`src/rtl/diff_manch_decoder.sv`:
```
// -----------------------------------------------------------------------------
// diff_manch_decoder
//
// Receive-side decoder for an IEEE differential Manchester line. The line is
// oversampled on clk, bit timing is recovered purely from the spacing between
// successive line transitions, and one decoded bit is produced per recovered
// bit period.
//
// Decoding rule (line polarity does not matter):
//   - every bit has a transition at mid-bit
//   - a transition at the bit start encodes 0, no transition encodes 1
// So, measured from a mid-bit edge, a 1 shows up as a single LONG interval
// (mid to mid), while a 0 shows up as two SHORT intervals (mid to boundary,
// boundary to mid). A LONG interval can only ever span mid to mid, which is
// what lets the decoder acquire phase from the first 1 bit it sees.
//
// Parameters:
//   HALF_BIT  nominal clk cycles per half-bit on the line (>= 4)
//   TOL       accepted deviation of any interval, in cycles (< HALF_BIT/2)
//
// Ports:
//   clk       single clock, rising edge
//   rst       synchronous, active-high reset
//   d         line input, asynchronous to clk
//   q         decoded bit, meaningful while q_valid is high, holds otherwise
//   q_valid   one-cycle strobe per decoded bit
//   locked    high while the bit phase is known (MID or BND state)
//   err       one-cycle strobe on a coding or timing violation
//
// Latency: a transition first sampled on clk edge N is reflected on the
// outputs updated at edge N+3 (two synchronizer flops, the edge register,
// then the registered classification stage).
// -----------------------------------------------------------------------------
module diff_manch_decoder #(
    parameter int HALF_BIT = 8,
    parameter int TOL      = 2
) (
    input  logic clk,
    input  logic rst,
    input  logic d,
    output logic q,
    output logic q_valid,
    output logic locked,
    output logic err
);

    // Counter must be able to hold the timeout value 2*HALF_BIT+TOL+1.
    localparam int CNT_W = $clog2(2 * HALF_BIT + TOL + 2);

    localparam logic [CNT_W-1:0] CNT_ZERO  = CNT_W'(0);
    localparam logic [CNT_W-1:0] CNT_ONE   = CNT_W'(1);
    localparam logic [CNT_W-1:0] TIMEOUT   = CNT_W'(2 * HALF_BIT + TOL + 1);
    localparam logic [CNT_W-1:0] SHORT_MIN = CNT_W'(HALF_BIT - TOL);
    localparam logic [CNT_W-1:0] SHORT_MAX = CNT_W'(HALF_BIT + TOL);
    localparam logic [CNT_W-1:0] LONG_MIN  = CNT_W'(2 * HALF_BIT - TOL);
    localparam logic [CNT_W-1:0] LONG_MAX  = CNT_W'(2 * HALF_BIT + TOL);

    // HUNT: phase unknown; MID: last edge was mid-bit; BND: last edge was a
    // bit boundary.
    typedef enum logic [1:0] {
        ST_HUNT = 2'd0,
        ST_MID  = 2'd1,
        ST_BND  = 2'd2
    } state_t;

    typedef enum logic [1:0] {
        IV_SHORT = 2'd0,
        IV_LONG  = 2'd1,
        IV_BAD   = 2'd2
    } iv_class_t;

    // Classify an interval length. The SHORT and LONG windows are disjoint
    // because TOL < HALF_BIT/2.
    function automatic iv_class_t classify(input logic [CNT_W-1:0] len);
        iv_class_t c;
        if ((len >= SHORT_MIN) && (len <= SHORT_MAX)) begin
            c = IV_SHORT;
        end else if ((len >= LONG_MIN) && (len <= LONG_MAX)) begin
            c = IV_LONG;
        end else begin
            c = IV_BAD;
        end
        return c;
    endfunction

    logic             sync1_r;
    logic             sync2_r;
    logic             sync3_r;
    logic             edge_r;
    logic [CNT_W-1:0] cnt_r;
    logic             seen_r;
    state_t           state_r;
    iv_class_t        iv_class_s;

    // Two-flop synchronizer, a third flop for edge detection, and the edge
    // strobe registered so classification sees a stable interval count.
    always_ff @(posedge clk) begin
        if (rst) begin
            sync1_r <= 1'b0;
            sync2_r <= 1'b0;
            sync3_r <= 1'b0;
            edge_r  <= 1'b0;
        end else begin
            sync1_r <= d;
            sync2_r <= sync1_r;
            sync3_r <= sync2_r;
            edge_r  <= sync2_r ^ sync3_r;
        end
    end

    // Cycles since the last edge strobe. It reads exactly L in the cycle of
    // the next edge strobe, and saturates at the timeout value.
    always_ff @(posedge clk) begin
        if (rst) begin
            cnt_r <= CNT_ZERO;
        end else if (edge_r) begin
            cnt_r <= CNT_ONE;
        end else if (cnt_r != TIMEOUT) begin
            cnt_r <= cnt_r + CNT_ONE;
        end else begin
            cnt_r <= cnt_r;
        end
    end

    // Classification of the interval that an edge strobe terminates.
    always_comb begin
        iv_class_s = IV_BAD;
        iv_class_s = classify(cnt_r);
    end

    // Phase tracking FSM with registered outputs. An edge always takes
    // priority over the timeout when both fall in the same cycle.
    always_ff @(posedge clk) begin
        if (rst) begin
            state_r <= ST_HUNT;
            seen_r  <= 1'b0;
            q       <= 1'b0;
            q_valid <= 1'b0;
            locked  <= 1'b0;
            err     <= 1'b0;
        end else begin
            q_valid <= 1'b0;
            err     <= 1'b0;
            if (edge_r) begin
                // Every edge becomes the reference for the next interval.
                seen_r <= 1'b1;
                case (state_r)
                    ST_HUNT: begin
                        if (!seen_r) begin
                            // First edge only starts the interval counter.
                            state_r <= ST_HUNT;
                        end else if (iv_class_s == IV_LONG) begin
                            q       <= 1'b1;
                            q_valid <= 1'b1;
                            locked  <= 1'b1;
                            state_r <= ST_MID;
                        end else begin
                            // SHORT or BAD: restart timing silently.
                            state_r <= ST_HUNT;
                        end
                    end
                    ST_MID: begin
                        case (iv_class_s)
                            IV_SHORT: begin
                                state_r <= ST_BND;
                            end
                            IV_LONG: begin
                                q       <= 1'b1;
                                q_valid <= 1'b1;
                                state_r <= ST_MID;
                            end
                            default: begin
                                err     <= 1'b1;
                                locked  <= 1'b0;
                                state_r <= ST_HUNT;
                            end
                        endcase
                    end
                    ST_BND: begin
                        if (iv_class_s == IV_SHORT) begin
                            q       <= 1'b0;
                            q_valid <= 1'b1;
                            state_r <= ST_MID;
                        end else begin
                            err     <= 1'b1;
                            locked  <= 1'b0;
                            state_r <= ST_HUNT;
                        end
                    end
                    default: begin
                        locked  <= 1'b0;
                        state_r <= ST_HUNT;
                    end
                endcase
            end else if (cnt_r == TIMEOUT) begin
                // Line went quiet: drop phase; only a locked decoder flags it.
                seen_r <= 1'b0;
                if (state_r != ST_HUNT) begin
                    err     <= 1'b1;
                    locked  <= 1'b0;
                    state_r <= ST_HUNT;
                end else begin
                    state_r <= ST_HUNT;
                end
            end else begin
                state_r <= state_r;
            end
        end
    end

endmodule
```
`config.mk`:
```
export PLATFORM = sky130hd
export DESIGN_NAME = diff_manch_decoder
export DESIGN_NICKNAME = d
export VERILOG_FILES = /design/src/rtl/diff_manch_decoder.sv
export SDC_FILE = /design/constraint.sdc
export NUM_CORES = 1
export LEC_CHECK = 0
export CORE_MARGIN = 2
export CORE_UTILIZATION = 57
export CTS_BUF_LIST = sky130_fd_sc_hd__clkbuf_4 sky130_fd_sc_hd__clkbuf_8
export DETAILED_ROUTE_END_ITERATION = 10
export HOLD_SLACK_MARGIN = 0.1
export PLACE_DENSITY = 0.79
export SETUP_SLACK_MARGIN = 0.02
export SLEW_MARGIN = 20
export SYNTH_ARGS = -nofsm -noshare
export SYNTH_HDL_FRONTEND = slang
export SYNTH_SLANG_ARGS = --single-unit
export TNS_END_PERCENT = 30
```
`constraint.sdc`:
```
create_clock -name clk -period 2.1 [get_ports clk]
set_clock_uncertainty 0.15 [all_clocks]
set_input_delay 0.42 -clock clk [delete_from_list [all_inputs] [get_ports clk]]
set_output_delay 0.42 -clock clk [all_outputs]
set_load 0.01 [all_outputs]
```
# Word-level counts from Yosys, hierarchy flattened
# Index checks and enable logic that the tools add are counted.
# classes
multipliers	0
n_reduce_logical	14
n_lt_le_gt_ge	4
addsub	1
eq_ne	11
mux	35
shifts	0
bitwise_logic	2
div	0
# op_table
cell	n
$mux W1	25
$ne A3 B3 Y1 const B	4
$pmux W1 S3	3
$mux W2	4
$reduce_bool A2 Y1	4
$pmux W2 S3	1
$reduce_and A6 Y1	1
$reduce_or A2 Y1	3
$add A5 B1 Y5 const B	1
$eq A5 B5 Y1 const B	1
$ge A5 B3 Y1 const B	1
$ge A5 B4 Y1 const B	1
$le A5 B4 Y1 const B	1
$le A5 B5 Y1 const B	1
$ne A5 B5 Y1 const B	1
$eq A2 B1 Y1 const B	2
$logic_not A2 Y1	2
$ne A2 B2 Y1 const B	2
$pmux W2 S2	1
$reduce_and A4 Y1	1
$reduce_bool A3 Y1	1
$eq A2 B2 Y1 const B	1
$logic_and A1 B1 Y1	2
$pmux W1 S2	1
other kinds (2)	2
# word_totals
out_inout_bits	4
ramBits	0
mem_count	0
romBits	0
in_bits	3
ff_bits	16
latch_bits	0

# Longest topological paths before layout
# Gate-level depths: netlist (run 1).
# logic_depth
depth_word	9
mapped_depth	7

# Worst setup path before layout (run 1)
# No wires, ideal clock.
# synth_timing
path_type	register to register
start	register state_r[0]
end	register locked
setup_slack_ns	0.195
arrival_ns	1.643
n_path_buf	0
period_less_slack_ns	1.905
path_stages_with_launch	6
path_cell_list	dfxtp_1 > inv_1 > ha_1 > and2b_2 > or4_1 > a2111oi_1
# synth_via
elab_chain_len	3
# synth_rtl
element	line_no	source
start: declaration	92	state_t state_r;
start signal: assignment	206	state_r <= state_r;
$eq A2 B2 Y1, or another cell as far along	147	case (state_r)
$ne A3 B3 Y1 (no source line), or another cell as far along	n/a	
$reduce_and A6 Y1 (no source line) or $mux W1 (tied branches)	n/a	
end signal: assignment	139	locked <= 1'b0;
end signal: assignment	155	locked <= 1'b1;
end signal: assignment	174	locked <= 1'b0;
end: declaration	43	output logic locked,
# Parallel ways exist; a longest one is shown, timed or not.
# A chain may end at the register's enable or synchronous reset.

# Final worst setup path (run 1)
# Ends and elaborated chain as after synthesis.

==> results.sh, run 1 <==
export IMPL_ys_flop_type="dfxtp_1"
export IMPL_dpl_hpwl_um=1060
export IMPL_post_cts_buffers=0
export IMPL_start_util_pct=60.6
export IMPL_fp_dieW_um=41.0
export IMPL_yosys_top_cells_count="16 x dfxtp_1, 6 x a21oi_1, 6 x ha_1, 6 x nor2_1, 5 x inv_1"
export IMPL_postCtsHoldBufs=0
export IMPL_yosys_warnings=0
export IMPL_drv_slew=0
export IMPL_drive_above_1_share_pct=19.6
export IMPL_dpl_cell_area_um2=865
export IMPL_rows=13
export IMPL_placement_io_buffers=6
export IMPL_critical_path_class="reg2reg"
export IMPL_post_route_drc_count=0
export IMPL_syn_avg_cell_area_um2=9.61
export IMPL_num_io_pins=7
export IMPL_die_h_um=41.0
export IMPL_finalSetupTns_ps=0
export IMPL_grt_use_total_pct=21.6
export IMPL_routed_wl_um=1480
export IMPL_maxCapViolCount=0
export IMPL_max_slew_margin_pct=66.8
export IMPL_endpoint_kind="flip-flop"
export IMPL_grt_ovfl_total=0
export IMPL_grt_max_degree=10
export IMPL_syn_inst=81
export IMPL_stdcell_area_um2=938
export IMPL_synth_edff_count=0
export IMPL_path_max_fanout=5
export IMPL_antenna_found_initial=0
export IMPL_path_clk_slew_ps=90
export IMPL_ys_types=34
export IMPL_first_pass_iters=4
export IMPL_cts_root_buffer="clkbuf_4"
export IMPL_core_area_um2=1280
export IMPL_r2r_start="state_r[0]$_SDFFE_PP0N_"
export IMPL_path_buf_inv=1
export IMPL_clockBufferDepth=2
export IMPL_syn_num_nets=90
export IMPL_worstHoldPathType="reg2reg"
export IMPL_drt_iter0_markers=12
export IMPL_synth_seq_cells=16
export IMPL_viasPerCell=5.83
export IMPL_area_growth_pct=20.6
export IMPL_clk_latency_ps=290
export IMPL_synthTopCellsByArea="dfxtp_1 41%, ha_1 9.6%, a21oi_1 3.9%, xnor2_1 3.4%, nor2b_1 3.2%"
export IMPL_cts_sinks=16
export IMPL_gp_congestion=0.837
export IMPL_yosysTopAreaCell="dfxtp_1"
export IMPL_ys_seq_area_share_pct=41.2
export IMPL_critPathMaxStageDelay_ps=500
export IMPL_p_leak_nw=0.349
export IMPL_crit_slowest_cell="or4_4"
export IMPL_min_from="sync1_r$_SDFF_PP0_"
export IMPL_final_hold_viol_count=0
export IMPL_setup_violations=0
export IMPL_routedWlPerCell_um=13.8
export IMPL_peakVddDrop_v=0.000471
export IMPL_async_flop_share_pct=0
export IMPL_rsz0062_at_grt="no"
export IMPL_grt_pass1_wl_um=2310
export IMPL_post_route_util_pct=73.0
export IMPL_design_die_area_um2=1680
export IMPL_path_cells="inv_1 -> ha_2 -> and2b_2 -> or4_4 -> a2111oi_4"
export IMPL_min_period_over_period_pct=92.3
export IMPL_timing_final_crit_period_ps=1940
export IMPL_synth_most_common_cell="dfxtp_1"
export IMPL_clock_fmax_ghz=0.516
export IMPL_critPathArrivalTime_ps=1990
export IMPL_fin_nets=102
export IMPL_cp_startpoint="state_r[0]$_SDFFE_PP0N_"
export IMPL_cts_buffers=3
export IMPL_htreeDepth=1
export IMPL_power_per_cell_area_nw_per_um2=622
export IMPL_grt_pass1_vias=555
export IMPL_start_kind="flip-flop"
export IMPL_cp_required_ps=2150
export IMPL_vias=624
export IMPL_worst_pin_slew_ps=495
export IMPL_cts_resized_gates=0
export IMPL_status="finished clean"
export IMPL_diodes=0
export IMPL_cts_tree="done"
export IMPL_yosys_area_top_type_share_pct=41.2
export IMPL_netlist_area_um2=778
export IMPL_antenna_left=0
export IMPL_critPathTopFamily="simple AND/OR/NAND/NOR gates"
export IMPL_hold_ws_ps=299
[power by group]
part	switching [W]	total (W)	internal, W
combinational	0.0000255	0.0000525	0.0000270
clock	0.0000998	0.000206	0.000106
sequential	0.0000110	0.000325	0.000314
total	0.000136	0.000583	0.000447
[per-stage QoR]
stage          setup WS [ps]  std cells  total power (W)
2_1_floorplan            195         81         0.000363
3_3_place_gp             142        103         0.000381
3_5_place_dp            86.8        103         0.000383
4_1_cts                 60.8        107         0.000585
5_1_grt                 56.7        107         0.000604
6_report                 161        107         0.000583
[sequential cells by signal (all words and copies together) (netlist names)]
name,count
cnt_r,5
edge_r,1
err,1
locked,1
q,1
q_valid,1
seen_r,1
state_r,2
sync1_r,1
sync2_r,1
sync3_r,1
[final timing paths]
path	endpoint	slack (ps)	cells after the start
max reg2reg	locked$_SDFFE_PP0P_	160	5
min	sync2_r$_SDFF_PP0_	300	1
max	locked$_SDFFE_PP0P_	160	5
min reg2reg	sync2_r$_SDFF_PP0_	300	1
[layout make-up]
cell class,instances,area (um2)
Clock buffer,4,36.3
Inverter,5,18.8
Fill cell,97,347
Multi-Input combinational cell,58,459
Timing Repair Buffer,9,82.6
Tap cell,15,18.8
Sequential cell,16,323
[layer usage]
layer  track usage, %  up-vias  share of wire [%]
met5                0        -                  0
met4             12.5        0                2.9
met3             3.26        5                3.5
met2             35.2       14                 47
met1             26.8      299                 47
li1                 -      306                  -
[cells by family (layout without fill, tap and decap cells)]
kind of cell | Yosys count | count (layout) | share of synthesized area, %
AOI/OAI and AO/OA | 19 | 19 | 17.7
buffers and inverters | 7 | 18 | 4.34
xor gates and xnor gates | 5 | 5 | 5.63
and+or+nand+nor | 28 | 28 | 21.5
DFF | 16 | 16 | 41.2
adders and majority gates | 6 | 6 | 9.65
[layout by cell type (no fill, tap or decap), types with 3 or more instances in the layout]
cell type,count
ha_1,5
dfxtp_1,14
xnor2_1,3
a21oi_1,6
inv_1,5
buf_4,3
nor2_1,6
clkbuf_4,3
nor2b_1,4
clkdlybuf4s50_1,6
nor3_1,4
nand2_1,3
No activity file was read; power rests on OpenSTA's default activity.
==> run 2, diff against run 1 <==
--- a/config.mk
+++ b/config.mk
@@ -6,11 +6,10 @@
 export NUM_CORES = 1
 export LEC_CHECK = 0
 export CORE_MARGIN = 2
-export CORE_UTILIZATION = 57
+export CORE_UTILIZATION = 30
 export CTS_BUF_LIST = sky130_fd_sc_hd__clkbuf_4 sky130_fd_sc_hd__clkbuf_8
 export DETAILED_ROUTE_END_ITERATION = 10
 export HOLD_SLACK_MARGIN = 0.1
-export PLACE_DENSITY = 0.79
 export SETUP_SLACK_MARGIN = 0.02
 export SLEW_MARGIN = 20
 export SYNTH_ARGS = -nofsm -noshare
==> run 2 against run 1 <==
Effect of this change: critical path depth stayed put; combinational power down 2%; sequential share of layout area grew 0.37 points; global-route usage down 11 points; count of clock-buffer cells in the layout unchanged; non-clock buffer count stayed put; wire length shrank 5.1%.
==> results.sh, run 2 (synthesis results as in run 1) <==
export IMPL_status="finished clean"
export IMPL_final_hold_viol_count=0
export IMPL_first_pass_iters=4
export IMPL_placement_io_buffers=6
export IMPL_endpoint_kind="flip-flop"
export IMPL_layout_commonest_cell="dfxtp_1"
export IMPL_finalSetupTns_ps=0
export IMPL_fillCellCount=262
export IMPL_gp_congestion=0.776
export IMPL_path_max_fanout=5
export IMPL_clock_power_share_pct=35.4
export IMPL_drv_slew=0
export IMPL_clock_fmax_ghz=0.501
export IMPL_cts_sinks=16
export IMPL_clk_latency_ps=290
export IMPL_largest_register="cnt_r"
export IMPL_post_cts_buffers=0
export IMPL_peakVddDrop_v=0.000429
export IMPL_r2r_start="state_r[0]$_SDFFE_PP0N_"
export IMPL_setup_violations=0
export IMPL_clockBufferDepth=2
export IMPL_cp_required_ps=2130
export IMPL_grt_pass1_wl_um=2320
export IMPL_cts_tree="done"
export IMPL_power_switching_w=0.000136
export IMPL_hold_ws_ps=310
export IMPL_design_die_area_um2=3020
export IMPL_grt_ovfl_total=0
export IMPL_dpl_cell_area_um2=883
export IMPL_start_util_pct=31.4
export IMPL_fp_dieW_um=54.9
export IMPL_rows=18
export IMPL_grt_pass1_vias=547
export IMPL_path_cells="inv_1 -> ha_1 -> and2b_2 -> or4_1 -> a2111oi_1"
export IMPL_area_growth_pct=19.3
export IMPL_combinationalPowerShare_pct=8.9
export IMPL_timing_final_crit_period_ps=2000
export IMPL_worstHoldPathType="reg2reg"
export IMPL_final_cell_mix="14 x dfxtp_1, 6 x nor2_1, 6 x a21oi_1, 6 x ha_1, 6 x clkdlybuf4s50_1"
export IMPL_drt_iter0_markers=5
export IMPL_cts_buffers=3
export IMPL_crit_slowest_cell="or4_1"
export IMPL_critPathArrivalTime_ps=2030
export IMPL_viasPerCell=4.80
export IMPL_stdcell_area_um2=928
export IMPL_critical_path_class="reg2reg"
export IMPL_max_slew_margin_pct=73.5
export IMPL_worst_pin_slew_ps=395
export IMPL_core_area_um2=2480
export IMPL_vias=585
export IMPL_grt_max_degree=10
export IMPL_pwr_share_seq_pct=55.8
export IMPL_path_clk_slew_ps=100
export IMPL_routed_wl_um=1410
export IMPL_finalPower_w=0.000583
export IMPL_largest_reg_flops=5
export IMPL_switching_share_pct=23.3
export IMPL_fin_nets=102
export IMPL_maxCapViolCount=0
export IMPL_antenna_found_initial=0
export IMPL_routedWlPerCell_um=11.5
export IMPL_post_route_drc_count=0
export IMPL_drive_above_1_share_pct=15.2
export IMPL_min_period_over_period_pct=95.1
export IMPL_grt_use_total_pct=11.0
export IMPL_cts_root_buffer="clkbuf_4"
export IMPL_start_kind="flip-flop"
export IMPL_htreeDepth=1
export IMPL_largest_registers="cnt_r (5), state_r (2)"
export IMPL_power_per_cell_area_nw_per_um2=628
export IMPL_min_from="sync1_r$_SDFF_PP0_"
export IMPL_diodes=0
export IMPL_cp_startpoint="state_r[0]$_SDFFE_PP0N_"
export IMPL_dpl_hpwl_um=1060
export IMPL_die_h_um=54.9
export IMPL_critPathMaxStageDelay_ps=470
export IMPL_num_io_pins=7
export IMPL_rsz0062_at_grt="no"
export IMPL_antenna_left=0
export IMPL_p_int_w=0.000447
export IMPL_p_leak_nw=0.347
[run 2: cell counts in the layout (fill, tap and decap cells not counted)]
No cell type changed its count.
[run 2: through the flow]
stage | worst slack, ps | instances | util (%)
finish | 104 | 122 | 37.5
detailed placement | 92.4 | 118 | 35.7
floorplan | 195 | 81 | -
global placement | 131 | 118 | 35.7
CTS | 54.8 | 122 | 37.1
global route | 40.9 | 122 | 37.5
[run 2: path summary, 6_finish.rpt]
kind | slack (ps) | end | cells past startpoint
max | 100 | locked$_SDFFE_PP0P_ | 5
min | 310 | sync2_r$_SDFF_PP0_ | 1
max reg2reg | 100 | locked$_SDFFE_PP0P_ | 5
min reg2reg | 310 | sync2_r$_SDFF_PP0_ | 1
[run 2: cell type report]
class / count / area, um2 / share of cell area, %
Sequential cell: 16 / 323 / 34.8
Inverter: 5 / 18.8 / 2.02
Timing Repair Buffer: 9 / 82.6 / 8.89
Clock buffer: 4 / 36.3 / 3.91
Multi-Input combinational cell: 58 / 430 / 46.4
Tap cell: 30 / 37.5 / 4.04
[run 2: critical path: cells and delay by family (launching register included)]
kind	cells	cell delay (ps)
buffers and inverters	1	60
DFF	1	360
and+or+nand+nor	2	700
adders and majority gates	1	240
AOI/OAI and AO/OA	1	380
[run 2: power groups by stage]
stage / Clock (W) / Combinational, W / Sequential [W]
after global routing: 0.000216 / 0.0000580 / 0.000327
after floorplan: 0 / 0.0000312 / 0.000332
after detailed placement: 0 / 0.0000509 / 0.000332
after CTS: 0.000210 / 0.0000512 / 0.000325
after global placement: 0 / 0.0000500 / 0.000332
final: 0.000206 / 0.0000516 / 0.000325
[run 2: timing repair]
action                     4_1_cts  5_1_grt
gates resized for setup          0        4
hold endpoints to repair         0        0
hold buffers                     0        0
setup endpoints to repair        0        1
[run 2: metal layers]
layer	part of all wire, %	wire (um)	track usage, %	up-vias
met1	50	705	13.6	266
met4	2.6	36	8.54	0
met5	0	0	0	-
met3	2.2	31	1.88	4
met2	45	631	16.9	7
li1	-	-	-	308
==> run 3, diff against run 2 <==
--- a/config.mk
+++ b/config.mk
@@ -7,7 +7,7 @@
 export LEC_CHECK = 0
 export CORE_MARGIN = 2
 export CORE_UTILIZATION = 30
-export CTS_BUF_LIST = sky130_fd_sc_hd__clkbuf_4 sky130_fd_sc_hd__clkbuf_8
+export CTS_BUF_LIST = sky130_fd_sc_hd__clkbuf_8
 export DETAILED_ROUTE_END_ITERATION = 10
 export HOLD_SLACK_MARGIN = 0.1
 export SETUP_SLACK_MARGIN = 0.02
==> run 3 against run 2 <==
Effect of this change: core utilization is 0.76 points higher; count of clock-buffer cells in the layout stayed put; global-route usage is 0.28 points higher.
==> results.sh, run 3 (synthesis results as in run 1) <==
export IMPL_status="finished clean"
export IMPL_path_max_fanout=5
export IMPL_area_growth_pct=21.7
export IMPL_grt_pass1_wl_um=2360
export IMPL_setup_violations=0
export IMPL_timing_final_crit_period_ps=2000
export IMPL_max_slew_margin_pct=73.4
export IMPL_routed_wl_um=1420
export IMPL_drt_iter0_markers=10
export IMPL_endpoint_kind="flip-flop"
export IMPL_grt_max_degree=10
export IMPL_start_kind="flip-flop"
export IMPL_clock_fmax_ghz=0.500
export IMPL_grt_pass1_vias=555
export IMPL_pwr_share_seq_pct=50.0
export IMPL_fp_dieW_um=54.9
export IMPL_final_cell_mix="14 x dfxtp_1, 6 x nor2_1, 6 x a21oi_1, 6 x ha_1, 6 x clkdlybuf4s50_1"
export IMPL_gp_congestion=0.776
export IMPL_p_int_w=0.000508
export IMPL_cts_root_buffer="clkbuf_8"
export IMPL_antenna_left=0
export IMPL_antenna_found_initial=0
export IMPL_num_io_pins=7
export IMPL_fin_nets=102
export IMPL_clk_latency_ps=250
export IMPL_crit_slowest_cell="or4_1"
export IMPL_post_cts_buffers=0
export IMPL_clock_power_share_pct=42.0
export IMPL_critPathTopFamily="simple AND/OR/NAND/NOR gates"
export IMPL_layout_commonest_cell="dfxtp_1"
export IMPL_viasPerCell=4.81
export IMPL_post_route_drc_count=0
export IMPL_grt_use_total_pct=11.3
export IMPL_grt_ovfl_total=0
export IMPL_diodes=0
export IMPL_switching_share_pct=21.8
export IMPL_drv_slew=0
export IMPL_die_h_um=54.9
export IMPL_power_per_cell_area_nw_per_um2=686
export IMPL_critical_path_class="reg2reg"
export IMPL_rows=18
export IMPL_clockBufferDepth=2
export IMPL_min_period_over_period_pct=95.2
export IMPL_path_buf_inv=1
export IMPL_vias=587
export IMPL_finalPower_w=0.000650
export IMPL_critPathMaxStageDelay_ps=470
export IMPL_routedWlPerCell_um=11.7
export IMPL_largest_reg_flops=5
export IMPL_finalSetupTns_ps=0
export IMPL_start_util_pct=31.4
export IMPL_largest_registers="cnt_r (5), state_r (2)"
export IMPL_fillCellCount=260
export IMPL_design_die_area_um2=3020
export IMPL_combinationalPowerShare_pct=8.0
export IMPL_worstHoldPathType="reg2reg"
export IMPL_worst_pin_slew_ps=397
export IMPL_core_area_um2=2480
export IMPL_drive_above_1_share_pct=15.2
export IMPL_p_leak_nw=0.354
export IMPL_path_cells="inv_1 -> ha_1 -> and2b_2 -> or4_1 -> a2111oi_1"
export IMPL_maxCapViolCount=0
export IMPL_cp_required_ps=2090
export IMPL_peakVddDrop_v=0.000487
export IMPL_critPathArrivalTime_ps=1990
export IMPL_first_pass_iters=4
export IMPL_dpl_hpwl_um=1060
export IMPL_placement_io_buffers=6
export IMPL_rsz0062_at_grt="no"
export IMPL_final_hold_viol_count=0
export IMPL_power_switching_w=0.000142
export IMPL_cts_sinks=16
export IMPL_cts_tree="done"
export IMPL_postCtsHoldBufs=0
export IMPL_path_clk_slew_ps=60
export IMPL_cts_buffers=3
export IMPL_cts_resized_gates=0
export IMPL_htreeDepth=1
export IMPL_largest_register="cnt_r"
==> run 3: cell counts in the layout (fill, tap and decap cells not counted) <==
No cell type changed its count.
==> run 3: cell type report <==
type | count | area (um2) | share of cell area [%]
repair buffers | 9 | 82.6 | 8.72
flip-flops and latches | 16 | 323 | 34.1
clock buffers | 4 | 55.1 | 5.81
multi-input cells | 58 | 430 | 45.4
inverters | 5 | 18.8 | 1.98
well taps | 30 | 37.5 | 3.96
==> run 3: per-stage QoR <==
step | cell area [um2] | worst slack, ps | hold slack (ps) | instances | utilization (%)
3_5_place_dp | 883 | 92.4 | 288 | 118 | 35.7
3_3_place_gp | 883 | 131 | 280 | 118 | 35.7
5_1_grt | 947 | 49.3 | 318 | 122 | 38.2
6_report | 947 | 102 | 305 | 122 | 38.2
2_1_floorplan | 778 | 195 | 264 | 81 | -
4_1_cts | 938 | 62.5 | 307 | 122 | 37.9
==> run 3: layer usage <==
layer | vias to the layer above | track usage [%] | part of all wire, % | routed length [um]
met5 | - | 0 | 0 | 0
met4 | 0 | 8.54 | 2.9 | 41
met3 | 4 | 2.69 | 2.5 | 36
met2 | 10 | 17.3 | 45 | 640
met1 | 265 | 13.6 | 49 | 703
li1 | 308 | - | - | -
==> run 3: power by group through the flow <==
stage | combinational [W] | clock, W | sequential [W]
2_1_floorplan | 0.0000312 | 0 | 0.000332
3_3_place_gp | 0.0000500 | 0 | 0.000332
3_5_place_dp | 0.0000509 | 0 | 0.000332
4_1_cts | 0.0000512 | 0.000279 | 0.000325
5_1_grt | 0.0000581 | 0.000283 | 0.000327
6_report | 0.0000520 | 0.000273 | 0.000325
==> run 3: final timing paths <==
path / start / endpoint / slack (ps) / cells after the start
worst max register to register: state_r[0]$_SDFFE_PP0N_ / locked$_SDFFE_PP0P_ / 100 / 5
worst min-delay path: sync1_r$_SDFF_PP0_ / sync2_r$_SDFF_PP0_ / 310 / 1
worst max-delay path: state_r[0]$_SDFFE_PP0N_ / locked$_SDFFE_PP0P_ / 100 / 5
worst min register to register: sync1_r$_SDFF_PP0_ / sync2_r$_SDFF_PP0_ / 310 / 1
